File: src/rtl/demux_pkg.sv
// rtl/demux_pkg.sv - shared constants and helpers for the demux_n slice
package demux_pkg;

  localparam int DEF_WIDTH  = 10;
  localparam int DEF_NCH    = 4;
  localparam int DROP_CNT_W = 8;

  // Select width: enough bits to address every channel, never less than one.
  function automatic int sel_width(input int n);
    return (n > 1) ? $clog2(n) : 1;
  endfunction

endpackage

File: src/rtl/demux_slot.sv
// rtl/demux_slot.sv - one-entry channel register with load, drain and idle gating
module demux_slot #(
  parameter int WIDTH     = 10,
  parameter int ZERO_IDLE = 1
) (
  input  logic             clk,
  input  logic             rst,
  input  logic             load,
  input  logic [WIDTH-1:0] load_data,
  input  logic             ready,
  output logic             valid,
  output logic [WIDTH-1:0] data
);

  logic             valid_q;
  logic [WIDTH-1:0] data_q;

  // Load wins over drain so a same-cycle drain and reload streams without a bubble.
  always_ff @(posedge clk) begin
    if (rst) begin
      valid_q <= 1'b0;
      data_q  <= '0;
    end else if (load) begin
      valid_q <= 1'b1;
      data_q  <= load_data;
    end else if (valid_q && ready) begin
      valid_q <= 1'b0;
    end
  end

  assign valid = valid_q;
  assign data  = (ZERO_IDLE != 0 && !valid_q) ? '0 : data_q;

endmodule

File: src/rtl/demux_n.sv
// rtl/demux_n.sv - one-to-N stream demultiplexer with out-of-range drop counting
module demux_n
  import demux_pkg::*;
#(
  parameter  int WIDTH     = DEF_WIDTH,
  parameter  int NCH       = DEF_NCH,
  parameter  int ZERO_IDLE = 1,
  localparam int SELW      = sel_width(NCH)
) (
  input  logic                  clk,
  input  logic                  rst,
  input  logic                  in_valid,
  output logic                  in_ready,
  input  logic [WIDTH-1:0]      in_data,
  input  logic [SELW-1:0]       sel,
  output logic [NCH-1:0]        out_valid,
  input  logic [NCH-1:0]        out_ready,
  output logic [NCH*WIDTH-1:0]  out_data,
  output logic [DROP_CNT_W-1:0] drop_cnt,
  output logic                  err
);

  localparam logic [DROP_CNT_W-1:0] CNT_MAX = '1;

  logic [31:0]    sel_ext;
  logic           sel_ok;
  logic           accept;
  logic           drop;
  logic [NCH-1:0] load;

  assign sel_ext = 32'(sel);
  assign sel_ok  = sel_ext < 32'(NCH);
  assign accept  = in_valid && in_ready;
  assign drop    = accept && !sel_ok;

  // Ready follows the addressed channel; an unaddressable select is always taken and dropped.
  always_comb begin
    in_ready = 1'b1;
    for (int k = 0; k < NCH; k++) begin
      if (sel_ext == 32'(k)) begin
        in_ready = !out_valid[k] || out_ready[k];
      end
    end
  end

  for (genvar k = 0; k < NCH; k++) begin : g_slot
    assign load[k] = accept && (sel_ext == 32'(k));

    demux_slot #(
      .WIDTH     (WIDTH),
      .ZERO_IDLE (ZERO_IDLE)
    ) u_slot (
      .clk       (clk),
      .rst       (rst),
      .load      (load[k]),
      .load_data (in_data),
      .ready     (out_ready[k]),
      .valid     (out_valid[k]),
      .data      (out_data[k*WIDTH +: WIDTH])
    );
  end

  // Saturating drop counter and sticky error for discarded out-of-range words.
  always_ff @(posedge clk) begin
    if (rst) begin
      drop_cnt <= '0;
      err      <= 1'b0;
    end else if (drop) begin
      err <= 1'b1;
      if (drop_cnt != CNT_MAX) begin
        drop_cnt <= drop_cnt + 1'b1;
      end
    end
  end

endmodule
File: config.mk
export PLATFORM = sky130hd
export DESIGN_NAME = demux_n
export DESIGN_NICKNAME = d
export VERILOG_FILES = /design/src/rtl/demux_pkg.sv /design/src/rtl/demux_slot.sv /design/src/rtl/demux_n.sv
export SDC_FILE = /design/constraint.sdc
export NUM_CORES = 1
export LEC_CHECK = 0
export CAP_MARGIN = 40
export CORE_MARGIN = 4
export CORE_UTILIZATION = 40
export DETAILED_ROUTE_END_ITERATION = 7
export PLACE_DENSITY = 0.8
export REMOVE_ABC_BUFFERS = 1
export SLEW_MARGIN = 0
export SYNTH_ARGS = -nofsm -noshare
export SYNTH_HDL_FRONTEND = slang
export SYNTH_SLANG_ARGS = --single-unit
export TNS_END_PERCENT = 100
File: constraint.sdc
create_clock -name clk -period 1.35 [get_ports clk]
set_input_delay 0.27 -clock clk [delete_from_list [all_inputs] [get_ports clk]]
set_output_delay 0.27 -clock clk [all_outputs]
set_load 0.01 [all_outputs]
==> results.tsv <==
metric	value	unit
NetSw	624	uW
commonest non-fill, non-tap cell in the layout	buf_6	
vias in the first global route	1828	
Num CTS Buffers	5	
Yosys reg bits	44	
clk_lat worst skew	0.29	ns
placed insts	359	
Setup WS pre-CTS	-0.755	ns
dpl cell area	0.00296	mm2
CTS tree	done	
CP delay by family, top	multiplexers	
Layout Utilization	0.660	
global-route wire length before repair	8780	um
Pwr Density	759	mW/mm2
clock sinks	44	
total design power	2.59	mW
Clock Tree Root	clkbuf_8	
Post-Route WL	5560	um
Die Ht	81.7	um
crit path buf inv count	1	
Peak VDD IR	0.629	mV
DR DRC count	0	
DR vias/cell	4.56	
Buffers on Ports	63	
Final GP Congestion	0.732	
critical path class	flop to output pin	
Avg Cell Area, Syn	9.75	um2
Crit path required time	1.08	ns
critical path's slowest cell	mux4_2	
CP max stage delay	0.48	ns
critical path data arrival time	1.34	ns
initial core utilization	0.420	
clk slew on worst S/H paths	0.08	ns
Final Setup Violations	29	
Final Instance Area	0.00342	mm2
Gate Count Post-Synth	223	
Worst Setup Slack, final	-0.262	ns
Worst setup SP type	flop	
row count	26	
yosys warns	0	
Avg WL per Cell	14.7	um
DR pass1 iterations	3	
worst-path cell chain	nand2b_4 > mux4_2 > buf_6	
routed vias	1725	
GR Util All Layers	0.176	
DR iter-0 viols	49	
min Tclk post-route	1.61	ns
Max-Cap Viols	0	
Hold WC Path Type	input pin to flop	
Fin Clk Skew	0.00446	ns
maximum number of pins on one net before global-route repair	45	
Nets	326	
Leak Pwr	1.63	nW
Final Slew Violations	0	
GR Overflow Total	0	
core box area	0.00517	mm2
Critical Path Fanout Max	3	
htree depth	2	
most frequent cells in the layout	53 x buf_6, 50 x nand2b_1, 40 x and2_4, 40 x mux2i_1, 40 x dfxtp_1	
hpwl dp	3580	um
hold_buf cts	0	
share of layout cells above drive strength 1	0.464	
clock power share	0.325	
CTS max path bufs	2	
antenna violations before repair	0	
final hold vios	0	
Unique masters post-synth	20	
die width	81.7	um
power share of the combinational group	0.148	
synth-to-layout area growth	57.1	%
Switching Share	0.241	
Mapped Area	0.00217	mm2
part of the cycle the worst path needs	1.19	
Non-Filler Instances	378	
unrepaired setup endpoints after global routing	yes	
violated checks	setup timing	
num ports	73	
register area share after synthesis	0.405	
Crit. End Element	output pin	
die area	0.00668	mm2
Seq pwr share	0.527	
run status	finished, violations left	
antenna-violating nets left	0	
n_diodes	0	
max frequency	620	MHz
cell internal pwr	1.97	mW
## worst reg2reg max path: stages (launching register included)
cell and delay (ns):
dfxtp_4 0.37, buf_12 0.13, buf_8 0.12, buf_6 0.11
nor2b_4 0.12, or3_4 0.36, mux2i_1 0.13
## final timing paths
kind / startpoint / endpoint / slack, ns / cells after the start
max: g_slot[3].u_slot.valid$_SDFFE_PP0P_ / in_ready / -0.26 / 3
min reg2reg: g_slot[3].u_slot.data_q[0]$_SDFFE_PP0P_ / g_slot[3].u_slot.data_q[0]$_SDFFE_PP0P_ / 0.48 / 2
max reg2reg: g_slot[2].u_slot.valid$_SDFFE_PP0P_ / g_slot[2].u_slot.data_q[1]$_SDFFE_PP0P_ / -0.09 / 6
min: in_valid / g_slot[1].u_slot.valid$_SDFFE_PP0P_ / 0.39 / 3
## layer usage
metal | share of wire | global-route usage | vias up
met5 | 0 | 0 | -
met4 | 0.014 | 0.0548 | 0
met3 | 0.052 | 0.0362 | 7
met2 | 0.52 | 0.318 | 46
met1 | 0.42 | 0.205 | 805
li1 | - | - | 867
## what timing repair did
item                                    CTS  global route
cloned                                    3             1
buffers inserted                          8             3
resized for setup                       262            45
endpoints found under the setup margin   49            73
pin swaps                                13            15
## kinds of logic after synthesis
logic type,after synthesis,share of synthesized area
AOI/OAI and AO/OA,4,0.0104
buffers and inverters,27,0.0725
DFF,44,0.405
muxes,41,0.196
other,1,0.00172
and+or+nand+nor,106,0.314
## area by class of cell
cell class / instances / area (um2)
clock buffers: 6 / 82.6
flip-flops and latches: 44 / 896
multi-input cells: 160 / 1320
well taps: 70 / 87.6
fillers: 440 / 1760
clock inverters: 2 / 10.0
repair buffers: 96 / 1020
## flip-flops by register name, summed over array words and instances, names as in the netlist
register              flops
g_slot.u_slot.data_q     40
g_slot.u_slot.valid       4
## synth_stat cells (all sizes together)
library cell | count | area (um2)
o21a | 1 | 7.51
nand4 | 1 | 6.26
conb | 1 | 3.75
dfxtp | 44 | 881
nor2b | 1 | 13.8
nor2 | 1 | 3.75
and2 | 41 | 257
a21oi | 3 | 15.0
nand3b | 1 | 7.51
clkbuf | 10 | 37.5
or3 | 1 | 6.26
nand2b | 55 | 344
nand2 | 2 | 12.5
nor3b | 1 | 7.51
or3b | 1 | 8.76
nor3 | 1 | 16.3
mux2i | 40 | 400
mux4 | 1 | 26.3
buf | 17 | 120
## power groups by stage
| stage | combinational, mW | clock, mW | sequential [mW] |
|---|---|---|---|
| after global routing | 0.415 | 0.910 | 1.37 |
| after CTS | 0.367 | 0.870 | 1.36 |
| final | 0.383 | 0.843 | 1.37 |
| after detailed placement | 0.327 | 0 | 1.39 |
| after global placement | 0.322 | 0 | 1.39 |
| after floorplan | 0.142 | 0 | 1.40 |
## stage by stage
step | hold WS, ns | setup TNS [ns]
after floorplan | 0.339 | -0.0726
after global placement | 0.455 | -14.15
after detailed placement | 0.459 | -15.24
after CTS | 0.460 | -2.80
after global routing | 0.423 | -3.25
final | 0.388 | -2.07
Note: power is estimated with default switching activity, not from simulation.
